--- src/rtl/hilo_pkg.sv ---
// rtl/hilo_pkg.sv - shared op codes, commit-stage record and widths for the HI/LO accumulator bank
package hilo_pkg;

  localparam int OP_W        = 3;
  localparam int HILO_DATA_W = 32;
  // Commit-stage index field is sized for the largest bank; compares zero-extend into it.
  localparam int HILO_AC_W   = 8;

  typedef enum logic [OP_W-1:0] {
    OP_NOP     = 3'd0,
    OP_WR_HI   = 3'd1,
    OP_WR_LO   = 3'd2,
    OP_WR_BOTH = 3'd3,
    OP_MADD    = 3'd4,
    OP_MSUB    = 3'd5,
    OP_CLR     = 3'd6,
    OP_RSVD    = 3'd7
  } hilo_op_e;

  typedef struct packed {
    logic                     valid;
    hilo_op_e                 op;
    logic [HILO_AC_W-1:0]     ac;
    logic [2*HILO_DATA_W-1:0] operand;
  } hilo_s1_t;

  function automatic logic op_is_legal(input logic [OP_W-1:0] op);
    return (op != OP_NOP) && (op != OP_RSVD);
  endfunction

endpackage

--- src/rtl/hilo_acc_alu.sv ---
// rtl/hilo_acc_alu.sv - combinational next-value for one accumulator from op, old value and operand
module hilo_acc_alu
  import hilo_pkg::*;
#(
  parameter int DATA_W = HILO_DATA_W
) (
  input  logic [OP_W-1:0]     i_op,
  input  logic [2*DATA_W-1:0] i_old,
  input  logic [2*DATA_W-1:0] i_operand,
  output logic [2*DATA_W-1:0] o_nv
);

  localparam int ACC_W = 2 * DATA_W;

  logic             w_inv;
  logic [ACC_W-1:0] w_b;
  logic [ACC_W-1:0] w_sum;

  // MSUB reuses the MADD adder as old + ~operand + 1.
  assign w_inv = (i_op == OP_MSUB);
  assign w_b   = w_inv ? ~i_operand : i_operand;
  assign w_sum = i_old + w_b + {{(ACC_W-1){1'b0}}, w_inv};

  always_comb begin
    o_nv = i_old;
    case (i_op)
      OP_WR_HI:         o_nv = {i_operand[ACC_W-1:DATA_W], i_old[DATA_W-1:0]};
      OP_WR_LO:         o_nv = {i_old[ACC_W-1:DATA_W], i_operand[DATA_W-1:0]};
      OP_WR_BOTH:       o_nv = i_operand;
      OP_MADD, OP_MSUB: o_nv = w_sum;
      OP_CLR:           o_nv = '0;
      default:          o_nv = i_old;
    endcase
  end

endmodule

--- src/rtl/hilo_acc_bank.sv ---
// rtl/hilo_acc_bank.sv - bank of HI/LO accumulators with a one-deep commit stage and read bypass
module hilo_acc_bank
  import hilo_pkg::*;
#(
  parameter int DATA_W = HILO_DATA_W,
  parameter int NUM_AC = 4,
  parameter int AC_W   = (NUM_AC > 1) ? $clog2(NUM_AC) : 1
) (
  input  logic              clk,
  input  logic              rst,
  input  logic              wr_valid,
  input  logic [OP_W-1:0]   wr_op,
  input  logic [AC_W-1:0]   wr_ac,
  input  logic [DATA_W-1:0] wr_hi,
  input  logic [DATA_W-1:0] wr_lo,
  input  logic              flush,
  input  logic [AC_W-1:0]   rd_ac,
  output logic [DATA_W-1:0] rd_hi,
  output logic [DATA_W-1:0] rd_lo,
  output logic              pend
);

  localparam int ACC_W = 2 * DATA_W;

  hilo_s1_t             r_s1;
  logic [ACC_W-1:0]     r_acc [NUM_AC];

  logic                 w_wr_ac_ok;
  logic                 w_accept;
  logic                 w_commit;
  logic [ACC_W-1:0]     w_old;
  logic [ACC_W-1:0]     w_nv;
  logic [ACC_W-1:0]     w_rd_acc;
  logic [ACC_W-1:0]     w_rd_val;
  logic [HILO_AC_W-1:0] w_rd_ac_ext;

  // Indices past the last accumulator are never accepted, so S1.ac is always in range.
  always_comb begin
    w_wr_ac_ok = 1'b0;
    for (int i = 0; i < NUM_AC; i++) begin
      if (wr_ac == AC_W'(i)) w_wr_ac_ok = 1'b1;
    end
  end

  assign w_accept = wr_valid && !flush && w_wr_ac_ok && op_is_legal(wr_op);
  assign w_commit = r_s1.valid && !flush;

  always_ff @(posedge clk or negedge rst) begin
    if (!rst) begin
      r_s1 <= '0;
    end else begin
      r_s1.valid <= w_accept;
      if (w_accept) begin
        r_s1.op      <= hilo_op_e'(wr_op);
        r_s1.ac      <= HILO_AC_W'(wr_ac);
        r_s1.operand <= {wr_hi, wr_lo};
      end
    end
  end

  always_comb begin
    w_old = '0;
    for (int i = 0; i < NUM_AC; i++) begin
      if (r_s1.ac == HILO_AC_W'(i)) w_old = r_acc[i];
    end
  end

  hilo_acc_alu #(
    .DATA_W(DATA_W)
  ) u_alu (
    .i_op     (r_s1.op),
    .i_old    (w_old),
    .i_operand(r_s1.operand),
    .o_nv     (w_nv)
  );

  always_ff @(posedge clk or negedge rst) begin
    if (!rst) begin
      for (int i = 0; i < NUM_AC; i++) r_acc[i] <= '0;
    end else if (w_commit) begin
      for (int i = 0; i < NUM_AC; i++) begin
        if (r_s1.ac == HILO_AC_W'(i)) r_acc[i] <= w_nv;
      end
    end
  end

  // An op sitting in S1 is already architecturally visible to EX through the bypass.
  assign w_rd_ac_ext = HILO_AC_W'(rd_ac);

  always_comb begin
    w_rd_acc = '0;
    for (int i = 0; i < NUM_AC; i++) begin
      if (rd_ac == AC_W'(i)) w_rd_acc = r_acc[i];
    end
    w_rd_val = (r_s1.valid && (r_s1.ac == w_rd_ac_ext)) ? w_nv : w_rd_acc;
  end

  assign {rd_hi, rd_lo} = w_rd_val;
  assign pend           = r_s1.valid;

endmodule

--- config.mk ---
export PLATFORM = sky130hd
export DESIGN_NAME = hilo_acc_bank
export DESIGN_NICKNAME = d
export VERILOG_FILES = /design/src/rtl/hilo_pkg.sv /design/src/rtl/hilo_acc_alu.sv /design/src/rtl/hilo_acc_bank.sv
export SDC_FILE = /design/constraint.sdc
export NUM_CORES = 1
export LEC_CHECK = 0
export CORE_UTILIZATION = 67
export CTS_BUF_LIST = sky130_fd_sc_hd__clkbuf_2
export CTS_CLUSTER_SIZE = 30
export DETAILED_ROUTE_END_ITERATION = 6
export PLACE_DENSITY = 0.94
export RECOVER_POWER = 25
export SYNTH_ARGS = -nofsm -noshare
export SYNTH_HDL_FRONTEND = slang
export SYNTH_SLANG_ARGS = --single-unit
--- constraint.sdc ---
create_clock -name clk -period 18.4 [get_ports clk]
set_clock_uncertainty 0.15 [all_clocks]
set_input_delay 2.76 -clock clk [delete_from_list [all_inputs] [get_ports clk]]
set_output_delay 2.76 -clock clk [all_outputs]
set_load 0.02 [all_outputs]
==> out/qor.yml <==
outcome: "finished, violations left"
violations: "max-capacitance violations, max-slew violations"
setup_viol: 0
initial_core_util_pct: 68.1
wl_per_cell_um: 22.4
crit_path_top_delay_cell: "clkbuf_1"
ctsResizeCount: 0
crit_path_end_kind: "asynchronous set/reset pin"
fin_ws_ps: 7730
clockRootBuffer: "clkbuf_2"
dpl_cell_area_um2: 23600
rrSetupSlack_ps: 12040
drc: 0
yosys_warnings: 0
yosysSeqAreaShare_pct: 36.8
fin_nets: 2537
die_x_um: 184
cp_top_family: "buffers and inverters"
clockBufferDepth: 3
hold_path_depth: 2
vias: 20000
synthDominantCellAreaShare_pct: 36.8
finalHoldViolCount: 0
slowest_delay_ps: 3960
hpwl_um: 43200
slew_headroom_pct: -284
fin_setup_tns_ps: 0
crit_top_cell: "clkbuf_1"
pre_cts_slack_ps: 9010
grt_use_total_pct: 39.3
cts_setup_buffers: 0
io_buffers: 139
worstHoldPathType: "flop to flop"
hold_slack_ps: 358
rsz0062_at_grt: "false"
hold_path_end: "r_acc[95]"
netlist_instances: 2337
ioPinCount: 140
cp_cell_sequence: "clkbuf_1, clkbuf_1"
place.gp.congestion: 0.961
die-area_um2: 33800
fin_crit_sh_pct: 58.0
clk_pin_slew_ps: 120
cts.htree.levels: 3
synth_flop_cell: "dfrtp_1"
drt_pass1_iterations: 6
avgViaCountPerCell: 6.92
crit_path_start: "rst"
maxCapViolations: 3
drive_above_1_share_pct: 15.9
syn_area_um2: 22200
synth_area_per_cell_um2: 9.48
synth_edf_count: 0
wirelength_um: 64900
ant_nets: 0
min_from: "r_acc[95]"
fmax_mhz: 93.7
overflow: 0
grt_pass1_wl_um: 103000
cp_max_fo: 109
r2r-start: "r_s1[64]"
row_count: 66
synth_area_leader_cell: "dfrtp_1"
grt_pass1_vias: 20400
areaGrowthSynthToFinish_pct: 9.87
synth_nets: 2474
ys_async_sr_fraction_pct: 100
drv_slew: 264
cp.arrival_ps: 10080
worst_slew_pin_slew_ps: 5760
grt_max_degree: 110
critPathBufInv: 2
period_needed_ps: 10670
r2r.worst_path.cells: 13
tritoncts: "built"
p_leak_nw: 10.3
die_y_um: 184
irDropWorstVdd_mv: 0.0924
rr_endpoint: "r_acc[57]"
final_cell_area_um2: 24300
yosys-top-cells-area: "dfrtp_1 (37%), mux4_2 (13%), o21ai_0 (7.7%)"
yosysUniqueCellTypes: 77
cts_hold_buf: 0
worstSetupPathType: "primary input to asynchronous set/reset pin"
antenna_found_initial: 3
cts_num_sinks: 326
clkLatencyLatePin_ps: 1060
drtIter0Drc: 2337
cp-start-kind: "primary input"
numCtsBuffers: 85
coreArea_um2: 32500
cp.required_ps: 17800
ys_seq_elements: 326
p_per_area_nw_per_um2: 170
-- flip-flops by register name, summed over array words and instances (netlist names) --
signal,cells
pend,1
r_acc,256
r_s1,69
-- layout make-up --
class,instances,area (um^2)
timing repair buffer,163,1550
inverter,27,101
multi-input combinational,1797,13200
fill,2212,8190
antenna,4,10.0
clock buffer,116,581
clock inverter,18,155
sequential,326,8170
tap,442,553
-- synth_stat cells, types with 14 or more instances --
master,number
a211oi_1,15
a21o_1,39
a21oi_1,131
a31oi_1,27
buf_1,28
clkbuf_1,156
dfrtp_1,326
ha_1,61
inv_1,27
mux2_2,79
mux2i_1,52
mux4_2,128
nand2_1,388
nand3_1,30
nand4_1,31
nor2_1,114
nor2b_1,16
nor3_1,17
o21a_1,14
o21ai_0,343
o21bai_1,18
o31ai_1,28
xnor2_1,95
xor2_1,20
-- logic make-up (layout without fill, tap and decap cells) --
group                      Yosys count  count (layout)  synth area share, %
DFF                                326             326                 36.8
muxes                              259             259                 19.4
xor gates and xnor gates           115             115                 4.55
AOI/OAI and AO/OA                  702             702                 19.1
buffers and inverters              214             324                 3.68
other                                0               4                    0
adders and majority gates           63              63                 3.59
and+or+nand+nor                    658             658                 12.9
-- worst max path at each step --
stage / cells after the start / slack (ps) / to
2_1_floorplan: 18 / 9990 / rd_hi[31]
3_3_place_gp: 14 / 9110 / rd_hi[25]
3_5_place_dp: 14 / 9010 / rd_hi[25]
4_1_cts: 14 / 7840 / rd_hi[21]
5_1_grt: 2 / 5890 / r_s1[64]
6_report: 2 / 7730 / r_s1[64]
-- layer usage --
| layer | vias up | track usage, % | share of wire (%) |
|---|---|---|---|
| met3 | 334 | 10.0 | 11 |
| met5 | - | 0 | 0 |
| met2 | 1328 | 63.6 | 48 |
| met4 | 0 | 22.4 | 5.0 |
| li1 | 8696 | - | - |
| met1 | 9668 | 47.9 | 37 |
-- cells in the final DEF, fill, tap and decap left out, drive strengths merged, types with 12 or more instances in the layout --
| cell | count |
|---|---|
| a211oi | 17 |
| a21o | 39 |
| a21oi | 133 |
| a31oi | 29 |
| buf | 23 |
| clkbuf | 120 |
| clkdlybuf4s50 | 136 |
| clkinv | 12 |
| dfrtp | 326 |
| ha | 61 |
| inv | 28 |
| mux2 | 79 |
| mux2i | 52 |
| mux4 | 128 |
| nand2 | 389 |
| nand3 | 30 |
| nand4 | 31 |
| nor2 | 114 |
| nor2b | 16 |
| nor3 | 18 |
| o21a | 14 |
| o21ai | 348 |
| o21bai | 18 |
| o31ai | 31 |
| xnor2 | 95 |
| xor2 | 20 |
-- where the power goes --
group          switching, mW  leakage [nW]  total, mW  internal [mW]
Clock                  0.304         0.550      0.513          0.209
Sequential             0.256          4.17       1.23          0.977
Combinational           1.38          5.60       2.38          0.998
-- stage by stage --
step | power, mW | std cells | utilization [%]
after global placement | 3.43 | 2755 | 72.6
after CTS | 4.07 | 2889 | 74.9
after floorplan | 2.86 | 2337 | -
final | 4.13 | 2893 | 74.8
after detailed placement | 3.54 | 2755 | 72.6
after global routing | 4.38 | 2891 | 74.8
Note: power is estimated with default switching activity, not from simulation.
